[src/rtl/arith_pkg.sv]
// Shared arithmetic-library types: serial FSM state encoding and operation-mode encoding.
package arith_pkg;

    typedef enum logic [1:0] {
        IDLE = 2'd0,
        RUN  = 2'd1,
        DONE = 2'd2
    } state_t;

    localparam int          MODE_W   = 1;
    localparam logic [MODE_W-1:0] MODE_SUB = 1'b0;
    localparam logic [MODE_W-1:0] MODE_ADD = 1'b1;

endpackage

[src/rtl/serial_sub_cell.sv]
// One-bit combinational full-subtractor (a - b - bin). With SERIAL_SUBTRACTOR_ADD_MODE_EN
// the extra add input turns it into a full adder whose bout is the carry-out.
module serial_sub_cell (
    input  logic a,
    input  logic b,
    input  logic bin,
`ifdef SERIAL_SUBTRACTOR_ADD_MODE_EN
    input  logic add,
`endif
    output logic d,
    output logic bout
);

    logic a_eff;

    // Inverting the minuend bit in the borrow term yields the adder carry equation.
`ifdef SERIAL_SUBTRACTOR_ADD_MODE_EN
    assign a_eff = a ^ add;
`else
    assign a_eff = a;
`endif

    assign d    = a ^ b ^ bin;
    assign bout = (~a_eff & b) | (~(a_eff ^ b) & bin);

endmodule

[src/rtl/serial_subtractor.sv]
// Bit-serial two's-complement subtractor, LSB first, one bit per clock.
// Optional SERIAL_SUBTRACTOR_ADD_MODE_EN adds a mode input selecting addition.
module serial_subtractor
    import arith_pkg::*;
#(
    parameter int WIDTH = 8
) (
    input  logic             clk,
    input  logic             rst_n,
    input  logic             in_valid,
    output logic             in_ready,
    input  logic [WIDTH-1:0] a,
    input  logic [WIDTH-1:0] b,
`ifdef SERIAL_SUBTRACTOR_ADD_MODE_EN
    input  logic             mode,
`endif
    output logic             out_valid,
    input  logic             out_ready,
    output logic [WIDTH-1:0] diff,
    output logic             borrow,
    output logic             overflow,
    output logic             zero
);

    localparam int CW = $clog2(WIDTH + 1);

    state_t            state_reg, state_next;
    logic [WIDTH-1:0]  a_sh_reg, b_sh_reg, diff_reg;
    logic [CW-1:0]     cnt_reg;
    logic              bin_reg;
    logic              a_msb_reg, b_msb_reg;
    logic              cell_d, cell_bout;
    logic              last_bit;
    logic              is_done;
    logic              ovf_raw;

`ifdef SERIAL_SUBTRACTOR_ADD_MODE_EN
    logic [MODE_W-1:0] mode_reg;
`endif

    assign last_bit = (cnt_reg == CW'(WIDTH - 1));
    assign is_done  = (state_reg == DONE);

    serial_sub_cell u_cell (
        .a    (a_sh_reg[0]),
        .b    (b_sh_reg[0]),
        .bin  (bin_reg),
`ifdef SERIAL_SUBTRACTOR_ADD_MODE_EN
        .add  (mode_reg == MODE_ADD),
`endif
        .d    (cell_d),
        .bout (cell_bout)
    );

    always_ff @(posedge clk) begin
        if (!rst_n) begin
            state_reg <= IDLE;
        end else begin
            state_reg <= state_next;
        end
    end

    always_comb begin
        state_next = state_reg;
        case (state_reg)
            IDLE:    if (in_valid)  state_next = RUN;
            RUN:     if (last_bit)  state_next = DONE;
            DONE:    if (out_ready) state_next = IDLE;
            default:                state_next = IDLE;
        endcase
    end

    always_ff @(posedge clk) begin
        if (!rst_n) begin
            a_sh_reg  <= '0;
            b_sh_reg  <= '0;
            diff_reg  <= '0;
            cnt_reg   <= '0;
            bin_reg   <= 1'b0;
            a_msb_reg <= 1'b0;
            b_msb_reg <= 1'b0;
`ifdef SERIAL_SUBTRACTOR_ADD_MODE_EN
            mode_reg  <= MODE_SUB;
`endif
        end else begin
            case (state_reg)
                IDLE: begin
                    if (in_valid) begin
                        a_sh_reg  <= a;
                        b_sh_reg  <= b;
                        cnt_reg   <= '0;
                        bin_reg   <= 1'b0;
                        a_msb_reg <= a[WIDTH-1];
                        b_msb_reg <= b[WIDTH-1];
`ifdef SERIAL_SUBTRACTOR_ADD_MODE_EN
                        mode_reg  <= mode;
`endif
                    end
                end
                RUN: begin
                    // Result fills from the top so the LSB lands at bit 0 after WIDTH shifts.
                    diff_reg <= {cell_d, diff_reg[WIDTH-1:1]};
                    a_sh_reg <= {1'b0, a_sh_reg[WIDTH-1:1]};
                    b_sh_reg <= {1'b0, b_sh_reg[WIDTH-1:1]};
                    bin_reg  <= cell_bout;
                    cnt_reg  <= cnt_reg + CW'(1);
                end
                default: ;
            endcase
        end
    end

`ifdef SERIAL_SUBTRACTOR_ADD_MODE_EN
    assign ovf_raw = (mode_reg == MODE_ADD)
                   ? ((a_msb_reg == b_msb_reg) && (diff_reg[WIDTH-1] != a_msb_reg))
                   : ((a_msb_reg != b_msb_reg) && (diff_reg[WIDTH-1] != a_msb_reg));
`else
    assign ovf_raw = (a_msb_reg != b_msb_reg) && (diff_reg[WIDTH-1] != a_msb_reg);
`endif

    assign in_ready  = (state_reg == IDLE);
    assign out_valid = is_done;
    assign diff      = diff_reg;
    assign borrow    = is_done & bin_reg;
    assign overflow  = is_done & ovf_raw;
    assign zero      = is_done & (diff_reg == '0);

endmodule

[config.mk]
export PLATFORM = sky130hd
export DESIGN_NAME = serial_subtractor
export DESIGN_NICKNAME = d
export VERILOG_FILES = /design/src/rtl/arith_pkg.sv /design/src/rtl/serial_sub_cell.sv /design/src/rtl/serial_subtractor.sv
export SDC_FILE = /design/constraint.sdc
export NUM_CORES = 1
export LEC_CHECK = 0
export BUFFER_PORTS_ARGS = -buffer_cell sky130_fd_sc_hd__buf_2
export CAP_MARGIN = 20
export CELL_PAD_IN_SITES_DETAIL_PLACEMENT = 1
export CELL_PAD_IN_SITES_GLOBAL_PLACEMENT = 1
export CORE_UTILIZATION = 34
export DETAILED_ROUTE_END_ITERATION = 7
export PLACE_DENSITY_LB_ADDON = 0.1
export SLEW_MARGIN = 20
export SYNTH_ARGS = -nofsm -noshare
export SYNTH_HDL_FRONTEND = slang
export SYNTH_HIERARCHICAL = 1
export SYNTH_SLANG_ARGS = --single-unit
[constraint.sdc]
create_clock -name clk -period 2.4 [get_ports clk]
set_input_delay 0.12 -clock clk [delete_from_list [all_inputs] [get_ports clk]]
set_output_delay 0.12 -clock clk [all_outputs]
set_load 0.05 [all_outputs]
==> results by group, run 1 <==
Min path
  – Hold EP: b_sh_reg[2]$_SDFFE_PN0P_
  – Hold Crit Start: b[2]
  – Hold depth: 3
  – Type of the most critical hold path: input pin to flop

Timing
  – Slew margin rel.: 64.9%
  – Fin Setup TNS: 0 ns
  – Fin. Hold Viols: 0
  – Worst Max-Slew Pin Slew: 0.523 ns
  – Post-layout min period: 1.61 ns
  – Final slew viol count: 0
  – Final setup fails: 0
  – Final Skew: 0.00554 ns
  – Tcrit/Tclk final: 67.0%
  – Fmax achieved: 622 MHz
  – RSZ-0062 raised after global routing: false

Clock network
  – Post-CTS sizing: 0
  – Root buffer cell: clkbuf_8
  – CTS tree: built
  – Hold_buf cts: 0
  – Setup bufs post-CTS: 0
  – Bufs on Longest Clock Path: 2
  – H-tree depth reported by CTS: 2
  – TritonCTS Sinks: 33
  – TritonCTS Buffers: 5
  – Worst skew pair latency: 0.28 ns
  – Worst-path clk slew: 0.07 ns

Synth
  – Post-synthesis xor/xnor area fraction: 0%
  – Post-synth EDFFs: 0
  – Post-Synth Simple-Gate Area: 19.1%
  – Main combinational cell family by area after synthesis: compound AO/OA/AOI/OAI gates
  – Ys flop type: dfxtp_1
  – Area contributors post-synth: dfxtp_1 (46%), a21oi_1 (12%), nand2_1 (8.6%)
  – Adder-cell share of the synthesized area: 2.25%
  – Multiplexer share of the synthesized area: 1.39%
  – Synth async-reset ratio: 0%
  – Top-count cell post-synth: a21oi_1
  – Yosys reg bits: 33
  – Synth Area in Compound Gates: 24.8%
  – Mapped Area: 1450 um^2
  – Yosys cell types: 34
  – Syn Nets: 193
  – Cell taking the most area after synthesis: dfxtp_1
  – Most instantiated cells after synthesis: a21oi_1 (36), dfxtp_1 (33), nand2_1 (33)
  – Share of the yosys chip area belonging to registers: 45.7%
  – Post-Syn Instances: 171
  – Top cell type's share of synthesized area: 45.7%
  – Ys Warns: 6
  – Post-synthesis average cell area: 8.45 um^2

Pwr
  – Highest ir drop seen on vdd: 0.363 mV
  – P_leak: 0.727 nW
  – Pwr dens: 704 nW/um^2

GRT
  – Antenna violations before repair: 0
  – First-pass GRT wire length: 5840 um
  – Total GRT Usage: 17.5%
  – Vias in the first global route: 1,292
  – Largest net degree at the start of global routing: 28
  – Overflow after GRT: 0

Setup path
  – Type of origin of the critical path: flop
  – R2r setup slk: 0.95 ns
  – Reg2reg path depth: 4
  – Critical Path AT: 1.49 ns
  – FF-to-FF End: a_sh_reg[6]$_SDFFE_PN0P_
  – R2R Path Start: state_reg[0]$_SDFFE_PN0P_
  – Crit-path max FO: 8
  – Setup CP Type: flop to primary output
  – Worst setup path start: state_reg[0]$_SDFFE_PN0P_
  – Critical path required time: 2.28 ns
  – CP Capture Type: primary output

Placed design
  – Placed insts: 244
  – DP HPWL: 2290 um
  – # port buffers: 32
  – Final GP Congestion: 0.688

Die
  – Die Height: 67.2 um
  – I/O Pins: 33
  – Die area: 4520 um^2
  – Row cnt: 23
  – Initial core utilization: 35.9%
  – Die X: 67.2 um
  – Core ar.: 4030 um^2

Finish
  – Area delta synth->final: 17.6%
  – Fin nets: 223
  – Final std cells w/o fill: 252
  – Share of post-route cells with drive strength above 1: 23.8%
  – Antenna Cells: 0

Detailed routing
  – Via density: 5.08
  – Highest routed layer: met4
  – Vias: 1,279
  – Drt first pass iters: 4
  – WL final: 3430 um
  – WL per Instance: 13.6 um
  – Met2 wire len: 1620 um
  – Post-Route M1 WL: 1630 um
  – ANT nets after route: 0
  – DRC Markers: 0
  – DRT iter0 DRCs: 72
  – Met3 WL: 134 um

Job
  – Max Cap Viol: 0

Outcome
  – Status: finished, final reports clean
[per-layer routing]
metal	global-route usage [%]	vias up
met1	20.2	600
met4	8.78	0
met2	30.0	23
met5	0	-
li1	-	652
met3	4.22	4
[area by class of cell]
type / instances / area [um^2]
fill: 520 / 2330
multi-input combinational: 123 / 688
sequential: 33 / 661
timing repair buffer: 33 / 168
clock buffer: 7 / 96.3
tap: 50 / 62.6
inverter: 5 / 18.8
clock inverter: 1 / 5.00
[worst max-delay path, cell delays in order, from the launching register on]
cell,delay (ns)
dfxtp_1,0.57
nand2b_1,0.21
inv_1,0.08
and2_1,0.15
buf_2,0.20
[kinds of logic (layout without fill, tap and decap cells)]
family,Yosys count,after routing
mux,2,2
flops,33,33
simple gates,58,58
fa+ha+maj,2,2
buf+inv,15,46
compound gates,61,61
[report_power, final]
group / internal, mW / total (mW) / switching, mW
Combinational: 0.0518 / 0.140 / 0.0878
Sequential: 0.579 / 0.601 / 0.0225
Clock: 0.259 / 0.455 / 0.196
Total: 0.890 / 1.20 / 0.306
[placed cells by master, fill, tap and decap left out, types with 2 or more instances in the layout]
master	instances
nor4_1	2
nand2_1	33
dfxtp_1	33
inv_1	4
o21ai_0	14
buf_2	32
a22oi_1	4
and3_1	2
a21oi_1	36
a31oi_1	2
nor2_1	10
clkbuf_8	7
mux2i_1	2
[through the flow]
stage / instance area, um^2 / power [mW] / hold slack, ns / util [%] / setup WS (ns)
3_5_place_dp: 1600 / 0.755 / 0.367 / 39.7 / 0.951
6_report: 1700 / 1.20 / 0.0743 / 42.2 / 0.792
2_1_floorplan: 1450 / 0.719 / 0.254 / - / 0.694
3_3_place_gp: 1600 / 0.749 / 0.360 / 39.7 / 0.989
4_1_cts: 1700 / 1.21 / 0.0678 / 42.2 / 0.769
5_1_grt: 1700 / 1.26 / 0.0786 / 42.2 / 0.691
[worst max-delay path by stage]
stage / endpoint / cells past startpoint / slack [ns]
2_1_floorplan: overflow / 2 / 0.69
3_3_place_gp: a_sh_reg[6]$_SDFFE_PN0P_ / 4 / 0.99
3_5_place_dp: a_sh_reg[6]$_SDFFE_PN0P_ / 4 / 0.95
4_1_cts: borrow / 4 / 0.77
5_1_grt: borrow / 4 / 0.69
6_report: borrow / 4 / 0.79
No activity file was read; power rests on OpenSTA's default activity.
==> run 2, diff against run 1 <==
--- a/config.mk
+++ b/config.mk
@@ -5,11 +5,12 @@
 export SDC_FILE = /design/constraint.sdc
 export NUM_CORES = 1
 export LEC_CHECK = 0
+export ABC_AREA = 1
 export BUFFER_PORTS_ARGS = -buffer_cell sky130_fd_sc_hd__buf_2
 export CAP_MARGIN = 20
 export CELL_PAD_IN_SITES_DETAIL_PLACEMENT = 1
 export CELL_PAD_IN_SITES_GLOBAL_PLACEMENT = 1
-export CORE_UTILIZATION = 34
+export CORE_UTILIZATION = 33
 export DETAILED_ROUTE_END_ITERATION = 7
 export PLACE_DENSITY_LB_ADDON = 0.1
 export SLEW_MARGIN = 20
==> constraint.sdc (replaced) <==
create_clock -name clk -period 1.3 [get_ports clk]
set_input_delay 0.065 -clock clk [delete_from_list [all_inputs] [get_ports clk]]
set_output_delay 0.065 -clock clk [all_outputs]
set_load 0.05 [all_outputs]
==> run 2 against run 1 <==
Effect of this change: sequential cell count is the same; sequential power grew 93%; utilization rose by 0.93 points; synthesized cell count up 27%.
==> results by group, run 2 <==
Outcome
  – Status: finished, final reports clean

Clock network
  – Root buffer cell: clkbuf_8
  – CTS tree: built
  – H-tree depth reported by CTS: 2
  – TritonCTS Sinks: 33
  – Bufs on Longest Clock Path: 2
  – TritonCTS Buffers: 5
  – Worst-path clk slew: 0.06 ns
  – Worst skew pair latency: 0.29 ns

Finish
  – Fillers: 581
  – Share of post-route cells with drive strength above 1: 24.3%
  – Area delta synth->final: 25.0%
  – Final std cells w/o fill: 307
  – Commonest non-fill, non-tap cell in the layout: nand2_1
  – Antenna Cells: 0
  – Commonest cells after routing, fill and taps aside: nand2_1 (59), nor2_1 (52), buf_2 (30), dfxtp_1 (29), o21ai_0 (22)
  – Fin nets: 277

Die
  – I/O Pins: 33
  – Core ar.: 4350 um^2
  – Initial core utilization: 34.5%
  – Row cnt: 24
  – Die X: 69.5 um
  – Die Height: 69.5 um
  – Die area: 4820 um^2

Synth
  – Post-Syn Instances: 218
  – Yosys reg bits: 33
  – Ys flop type: dfxtp_1
  – Synth async-reset ratio: 0%
  – Cell taking the most area after synthesis: dfxtp_1
  – Mapped Area: 1500 um^2
  – Top-count cell post-synth: nand2_1
  – Ys Warns: 6
  – Area contributors post-synth: dfxtp_1 (44%), nand2_1 (15%), nor2_1 (13%)
  – Yosys cell types: 24
  – Most instantiated cells after synthesis: nand2_1 (60), nor2_1 (53), dfxtp_1 (33)
  – Post-synth EDFFs: 0
  – Share of the yosys chip area belonging to registers: 44.0%
  – Post-synthesis average cell area: 6.89 um^2
  – Syn Nets: 240
  – Top cell type's share of synthesized area: 44.0%

Placed design
  – Final GP Congestion: 0.695
  – # port buffers: 32
  – Placed insts: 298
  – DP HPWL: 2550 um

Detailed routing
  – DRT iter0 DRCs: 63
  – Drt first pass iters: 3
  – WL final: 3790 um
  – WL per Instance: 12.3 um
  – ANT nets after route: 0
  – DRC Markers: 0
  – Via density: 4.75
  – Vias: 1,458

Timing
  – Fin. Hold Viols: 0
  – Final Skew: 0.00306 ns
  – Fmax achieved: 789 MHz
  – Slew margin rel.: 81.1%
  – Worst Max-Slew Pin Slew: 0.282 ns
  – Final slew viol count: 0
  – Post-layout min period: 1.27 ns
  – Final setup fails: 0
  – Worst Hold Slack: 0.0547 ns
  – RSZ-0062 raised after global routing: true
  – Tcrit/Tclk final: 97.6%

GRT
  – Overflow after GRT: 0
  – Antenna violations before repair: 0
  – Largest net degree at the start of global routing: 23
  – Met1 Use GR: 22.0%
  – GR peak layer: met2
  – GR Util met2: 27.2%
  – Total GRT Usage: 17.2%
  – First-pass GRT wire length: 6470 um
  – Vias in the first global route: 1,410
  – Met3 Resource Use GR: 5.23%

Setup path
  – Delay-heaviest family, CP: flip-flops
  – CP Capture Type: primary output
  – Type of origin of the critical path: flop
  – Worst Path Buf+Inv: 1
  – Cell Chain, Critical Path: nand2_4 -> nor2_1 -> buf_2
  – Worst path slowest cell: dfxtp_2
  – Worst path max stage delay: 0.41 ns
  – Crit-path max FO: 4
  – Critical Path AT: 1.20 ns
  – Critical path required time: 1.24 ns
  – Setup CP Type: flop to primary output

Min path
  – Type of the most critical hold path: input pin to flop

Pwr
  – Pwr dens: 1300 nW/um^2
  – Highest ir drop seen on vdd: 0.749 mV
  – P_leak: 0.892 nW

Job
  – Max Cap Viol: 0
-- run 2: changes by cell type after synthesis, moves of 3 or more --
cell,change
o21ai_0,+8
inv_1,+5
a22oi_1,-4
nand2_1,+27
a21oi_1,-25
o21ai_1,+3
nor2_1,+43
-- run 2: final cells by class --
class	count	area, um^2	share of cell area [%]
well taps	52	65.1	3.47
multi-input cells	163	759	40.5
repair buffers	40	249	13.3
clock buffers	7	86.3	4.60
flip-flops and latches	33	666	35.5
inverters	12	51.3	2.73
-- run 2: power by group --
part / internal, mW / total, mW / switching [mW]
Combinational: 0.170 / 0.496 / 0.326
Clock: 0.420 / 0.792 / 0.372
Sequential: 1.10 / 1.16 / 0.0584
-- run 2: path summary, 6_finish.rpt --
check,end,cells after the start,start,slack (ns)
min reg2reg,b_msb_reg$_SDFFE_PN0P_,2,b_msb_reg$_SDFFE_PN0P_,0.47
max reg2reg,a_sh_reg[0]$_SDFFE_PN0P_,8,state_reg[0]$_SDFFE_PN0P_,0.08
max,borrow,3,state_reg[1]$_SDFFE_PN0P_,0.03
min,b_msb_reg$_SDFFE_PN0P_,3,b[7],0.05
-- run 2: tightest hold or removal path, cell delays in order --
cell,delay (ns)
buf_2,0.09
nand2_1,0.08
a21oi_1,0.06
-- run 2: stage by stage --
step	worst slack (ns)	total power, mW	setup TNS, ns	cell area, um^2	util (%)
final	0.0318	2.45	0	1880	43.1
after floorplan	0.0305	1.53	0	1530	-
after detailed placement	0.00601	1.66	0	1740	39.9
after CTS	0.0125	2.47	0	1840	42.3
after global placement	0.0517	1.66	0	1740	39.9
after global routing	-0.0255	2.58	-0.0457	1880	43.1
-- run 2: routing by layer --
layer | vias to the layer above | part of all wire [%]
li1 | 758 | -
met1 | 674 | 48
met2 | 21 | 47
met3 | 5 | 3.7
met4 | 0 | 1.6
met5 | - | 0
-- run 2: what timing repair did --
item / CTS / global route
endpoints found under the setup margin: 5 / 18
buffers inserted: 0 / 2
hold buffers: 0 / 0
hold endpoints to repair: 0 / 0
pin swaps: 1 / 1
gates cloned: 0 / 0
resized for setup: 6 / 5
-- run 2: cells by family after synthesis --
group                    count (synthesis)  share of synthesized area [%]
buffers and inverters                   22                           8.00
AND/OR/NAND/NOR                        122                           32.3
adder cells (fa/ha/maj)                  2                           2.17
AO/OA/AOI/OAI                           39                           13.5
flip-flops                              33                           44.0
